[config.mk]
export PLATFORM = sky130hd
export DESIGN_NAME = aws_axi_sel_ctrl
export DESIGN_NICKNAME = d
export VERILOG_FILES = /design/src/rtl/aws_axi_sel_ctrl.sv
export SDC_FILE = /design/constraint.sdc
export NUM_CORES = 1
export LEC_CHECK = 0
export CAP_MARGIN = 20
export CORE_UTILIZATION = 51
export DETAILED_ROUTE_END_ITERATION = 16
export PLACE_DENSITY = 0.77
export SYNTH_ARGS = -nofsm -noshare
export SYNTH_HDL_FRONTEND = slang
export SYNTH_SLANG_ARGS = --single-unit
[constraint.sdc]
create_clock -name clk -period 1.95 [get_ports clk]
set_input_delay 0.39 -clock clk [delete_from_list [all_inputs] [get_ports clk]]
set_output_delay 0.39 -clock clk [all_outputs]
set_load 0.03 [all_outputs]
[src/rtl/aws_axi_sel_ctrl.sv]
// Select-line sequencer for the record/replay AXI bus selectors: blocks new AW/AR,
// drains outstanding bursts on the selected bus, then flips sel while the bus is idle.
module aws_axi_sel_ctrl #(
    parameter int CNT_W   = 8,
    parameter int TIMEOUT = 1024,
    parameter bit SEL_RST = 1'b0
) (
    input  logic             clk,
    input  logic             rst,
    input  logic             sel_req,
    input  logic             clr_err,
    input  logic             awvalid,
    input  logic             awready,
    input  logic             wvalid,
    input  logic             wready,
    input  logic             wlast,
    input  logic             bvalid,
    input  logic             bready,
    input  logic             arvalid,
    input  logic             arready,
    input  logic             rvalid,
    input  logic             rready,
    input  logic             rlast,
    output logic             sel,
    output logic             hold,
    output logic             busy,
    output logic             done,
    output logic             timeout,
    output logic             proto_err,
    output logic [CNT_W-1:0] wr_out,
    output logic [CNT_W-1:0] rd_out
);

    typedef enum logic [1:0] {STABLE, DRAIN, SWITCH} state_t;

    localparam int TMR_W = (TIMEOUT > 1) ? $clog2(TIMEOUT + 1) : 1;
    localparam logic signed [CNT_W:0] WBAL_MAX = {1'b0, {CNT_W{1'b1}}};
    localparam logic signed [CNT_W:0] WBAL_MIN = {1'b1, {CNT_W{1'b0}}};

    // Returns {error, next}; an overflow or underflow holds the count.
    function automatic logic [CNT_W:0] cnt_step(input logic [CNT_W-1:0] cnt,
                                                input logic inc, input logic dec);
        logic [CNT_W-1:0] nxt;
        logic             err;
        nxt = cnt;
        err = 1'b0;
        if (inc && !dec) begin
            if (&cnt) err = 1'b1;
            else      nxt = cnt + 1'b1;
        end else if (dec && !inc) begin
            if (cnt == '0) err = 1'b1;
            else           nxt = cnt - 1'b1;
        end
        return {err, nxt};
    endfunction

    // Signed W balance: negative means W data led its AW.
    function automatic logic [CNT_W+1:0] bal_step(input logic signed [CNT_W:0] bal,
                                                  input logic inc, input logic dec);
        logic signed [CNT_W:0] nxt;
        logic                  err;
        nxt = bal;
        err = 1'b0;
        if (inc && !dec) begin
            if (bal == WBAL_MAX) err = 1'b1;
            else                 nxt = bal + 1'sb1;
        end else if (dec && !inc) begin
            if (bal == WBAL_MIN) err = 1'b1;
            else                 nxt = bal - 1'sb1;
        end
        return {err, nxt};
    endfunction

    state_t                state, state_nxt;
    logic                  target;
    logic signed [CNT_W:0] wbal, wbal_nxt;
    logic [CNT_W-1:0]      wr_nxt, rd_nxt;
    logic                  wr_err, rd_err, wb_err;
    logic [TMR_W-1:0]      tmr, tmr_inc;
    logic                  aw_hs, b_hs, ar_hs, w_hs, r_hs, wl_hs, rl_hs;
    logic                  quiet, to_hit;

    always_comb begin
        aw_hs = awvalid & awready;
        b_hs  = bvalid & bready;
        ar_hs = arvalid & arready;
        w_hs  = wvalid & wready;
        r_hs  = rvalid & rready;
        wl_hs = w_hs & wlast;
        rl_hs = r_hs & rlast;
        {wr_err, wr_nxt}   = cnt_step(wr_out, aw_hs, b_hs);
        {rd_err, rd_nxt}   = cnt_step(rd_out, ar_hs, rl_hs);
        {wb_err, wbal_nxt} = bal_step(wbal, aw_hs, wl_hs);
        quiet   = (wr_out == '0) && (rd_out == '0) && (wbal == '0) &&
                  !(aw_hs || ar_hs || w_hs || b_hs || r_hs);
        tmr_inc = (&tmr) ? tmr : tmr + 1'b1;
        to_hit  = (TIMEOUT != 0) && (state == DRAIN) && (tmr_inc >= TMR_W'(TIMEOUT));
    end

    always_ff @(posedge clk or posedge rst) begin
        if (rst) state <= STABLE;
        else     state <= state_nxt;
    end

    always_comb begin
        state_nxt = state;
        case (state)
            STABLE: if (sel_req != sel) state_nxt = DRAIN;
            DRAIN: begin
                if (sel_req == sel) state_nxt = STABLE;
                else if (quiet)     state_nxt = SWITCH;
            end
            SWITCH:  state_nxt = STABLE;
            default: state_nxt = STABLE;
        endcase
    end

    always_comb begin
        hold = (state != STABLE);
        busy = (state != STABLE);
    end

    always_ff @(posedge clk or posedge rst) begin
        if (rst) begin
            sel       <= SEL_RST;
            target    <= SEL_RST;
            done      <= 1'b0;
            timeout   <= 1'b0;
            proto_err <= 1'b0;
            wr_out    <= '0;
            rd_out    <= '0;
            wbal      <= '0;
            tmr       <= '0;
        end else begin
            if (state == STABLE && state_nxt == DRAIN) target <= sel_req;
            if (state == DRAIN && state_nxt == SWITCH) sel <= target;
            done      <= (state == SWITCH);
            tmr       <= (state == DRAIN && state_nxt == DRAIN) ? tmr_inc : '0;
            timeout   <= to_hit | (timeout & ~clr_err);
            proto_err <= wr_err | rd_err | wb_err | (proto_err & ~clr_err);
            wr_out    <= wr_nxt;
            rd_out    <= rd_nxt;
            wbal      <= wbal_nxt;
        end
    end

endmodule

==> flow_summary_export.csv <==
group,metric,value,unit
sta,finalSetupViolCount,20,
drt,routed_wl,10800,um
global_routing,grt_first_pass_wirelength,14700,um
synthesis,synthCells,329,
synthesis,synth_area,0.00302,mm2
sta,slew_headroom,73.1,%
global_routing,globalRouteMet2Util,55.8,%
sta,fin_tns_setup,-2.18,ns
floorplanning,row_count,27,
final_layout,utilization,86.7,%
worst_setup_path,crit_required,2.15,ns
synthesis,syn_nets,374,
synthesis,synth.largest_area_cell,"dfrtp_1",
global_routing,grt_use_total,30.5,%
worst_hold_path,hold_class,"in -> async",
drt,drt_iter0_drc,209,
global_routing,antenna_found_initial,0,
drt,ant_nets,0,
drt,wl_per_cell,20.1,um
power,power,7140,uW
final_layout,diodes,0,
synthesis,synth_top_area_share,35.7,%
final_layout,syn_to_final_growth,61.2,%
drt,viasPerCell,6.25,
sta,rsz0062_at_grt,"yes",
clocking,path_clk_slew,0.10,ns
synthesis,ys_seq_elements,43,
outcome,outcome,"finished with violations",
sta,finClkSkew,0.0126,ns
final_layout,drive_gt1_share,45.0,%
power,p_leak,0.00208,uW
worst_setup_path,cp.arrival,2.50,ns
power,cellPowerDensity,1470,mW/mm2
synthesis,synth-edff-count,0,
placement,portBuffers,37,
global_routing,grt_pass1_vias,3221,
floorplanning,ios,38,
global_routing,busiest_layer,"met2",
synthesis,synthFlopType,"dfrtp_1",
placement,gp_congestion,0.898,
outcome,failed_checks,"setup timing",
floorplanning,die_area,0.00623,mm2
clocking,cts.sinks,43,
sta,max_freq,433,MHz
clocking,h-tree-depth,2,
clocking,clk_path_buf_depth,2,
clocking,clock_latency,0.31,ns
synthesis,yosysSeqAreaShare,35.7,%
global_routing,grt_max_degree,36,
drt,firstDrtPassIters,5,
synthesis,synthDistinctLibCells,47,
worst_setup_path,crit_path_end_kind,"flip-flop",
sta,timing.final.crit_share,118,%
sta,hold_slack,0.357,ns
placement,place_hpwl,6180,um
floorplanning,die_y,78.9,um
clocking,cts_made_buffers,5,
sta,slew_violations,0,
sta,post-route-min-period,2.31,ns
synthesis,yosysWarnings,0,
sta,worst_slew_pin_slew,0.404,ns
sta,hold_violations,0,
global_routing,use_met1,35.0,%
global_routing,grt_overflow,0,
worst_setup_path,crit_fanout,3,
floorplanning,coreArea,0.00561,mm2
clocking,clockRootBuffer,"clkbuf_8",
synthesis,ys_top_cells_by_area,"dfrtp_1, ha_1, xnor2_1, nand2_1, nor2_1",
synthesis,synthArstFlopShare,100,%
drt,drc,0,
final_layout,nets,508,
worst_setup_path,path_class,"reg -> reg",
synthesis,syn_area_per_cell,9.17,um2
power,ir_worst_vdd,1050,uV
placement,dp_slack,-0.736,ns
clocking,cts_tree,"built",
floorplanning,start_util,53.8,%
drt,vias,3352,
floorplanning,fp.dieW,78.9,um
worst_setup_path,critPathLaunchType,"flip-flop",
run,maxCapViolCount,0,
global_routing,grtUsageMet3,4.94,%
sta,postLayoutSetupSlackWorst,-0.357,ns
cells in the mapped netlist, types with 2 or more instances:
cell / number
ha_1: 26
buf_2: 3
nand3_1: 15
and4_1: 2
and2_1: 4
or4b_2: 5
nor3_1: 6
mux2i_1: 3
and3_1: 4
nand2_1: 27
a211oi_1: 9
or3_1: 3
a22oi_1: 2
nand2b_1: 3
or4_1: 6
clkbuf_1: 3
mux2_2: 6
a221oi_1: 3
a31oi_1: 4
nor4_1: 3
nor2_1: 27
dfrtp_1: 43
nor2b_1: 5
inv_1: 20
a21o_1: 9
o21a_1: 3
o21ai_0: 19
xor2_1: 3
o211ai_1: 4
nand4_1: 8
a21oi_1: 18
xnor2_1: 16
fa_1: 3
logic make-up (layout without fill, tap and decap cells):
group                    count (synthesis)  count (layout)  share of synthesized area, %
XOR/XNOR                                19              19                          5.51
AO/OA/AOI/OAI                           79              79                          16.8
flip-flops                              43              43                          35.7
AND/OR/NAND/NOR                        122             122                          22.0
buffers and inverters                   27             162                          3.61
multiplexers                            10              10                          3.61
adder cells (fa/ha/maj)                 29              29                          12.8
power by group:
group          internal [uW]  switching (uW)  leakage, uW
Sequential              1180             254     0.000527
Clock                    251             345    0.0000412
Combinational           2580            2520      0.00151
Total                   4010            3120      0.00208
final cells by class:
| class | count | area [um2] |
|---|---|---|
| multi-input cells | 259 | 2360 |
| fillers | 270 | 743 |
| clock buffers | 6 | 72.6 |
| flip-flops and latches | 43 | 1090 |
| repair buffers | 134 | 1130 |
| well taps | 72 | 90.1 |
| inverters | 20 | 108 |
| clock inverters | 2 | 12.5 |
critical path: stages, from the launching register on:
cell and delay [ns]:
dfrtp_2 0.42, or4_4 0.56, nor4_1 0.27, nor3b_2 0.31, nor4b_4 0.31, mux2_4 0.34
path summary, 6_finish.rpt:
check	slack, ns	depth (start not counted)	to	from
min in group clk	0.54	1	done$_DFF_PP0_	state[0]$_DFF_PP0_
max reg2reg	-0.36	5	sel$_DFFE_PP0P_	rd_out[1]$_DFFE_PP0P_
max in group asynchronous	1.04	3	wbal[0]$_DFFE_PP0P_	rst
min	0.36	2	timeout$_DFF_PP0_	rst
max	-0.36	5	sel$_DFFE_PP0P_	rd_out[1]$_DFFE_PP0P_
min reg2reg	0.54	1	done$_DFF_PP0_	state[0]$_DFF_PP0_
layout by cell type (no fill, tap or decap), drive strengths merged, types with 4 or more instances in the layout:
| master | instances |
|---|---|
| buf | 109 |
| dfrtp | 43 |
| nor2 | 27 |
| nand2 | 27 |
| ha | 26 |
| clkdlybuf4s50 | 23 |
| o21ai | 19 |
| inv | 18 |
| a21oi | 18 |
| xnor2 | 16 |
| nand3 | 15 |
| a21o | 9 |
| a211oi | 9 |
| nand4 | 8 |
| mux2 | 7 |
| or4 | 7 |
| clkbuf | 6 |
| nor3 | 6 |
| or4b | 5 |
| nor2b | 5 |
| o211ai | 4 |
| a31oi | 4 |
| and2 | 4 |
| and3 | 4 |
timing repair:
action | CTS | global route
hold buffers | 0 | 0
gates resized for setup | 74 | 44
pin swaps | 28 | 42
setup endpoints to repair | 39 | 33
buffers inserted | 12 | 5
registers in the layout, summed over array words and instances, names as in the netlist:
name       flops
tmr           11
wbal           9
rd_out         8
wr_out         8
state          2
done           1
proto_err      1
sel            1
target         1
timeout        1
routing by layer:
layer	part of all wire [%]	routed length (um)	up-vias
li1	-	-	1482
met1	39	4250	1665
met2	52	5590	166
met3	5.0	542	39
met4	3.5	377	0
met5	0	0	-
per-stage QoR:
stage	instance area [um2]	cells
3_5_place_dp	4360	512
4_1_cts	4670	532
2_1_floorplan	3320	329
3_3_place_gp	4360	512
6_report	4860	536
5_1_grt	4860	536
Power figures use the tool's default switching activity.
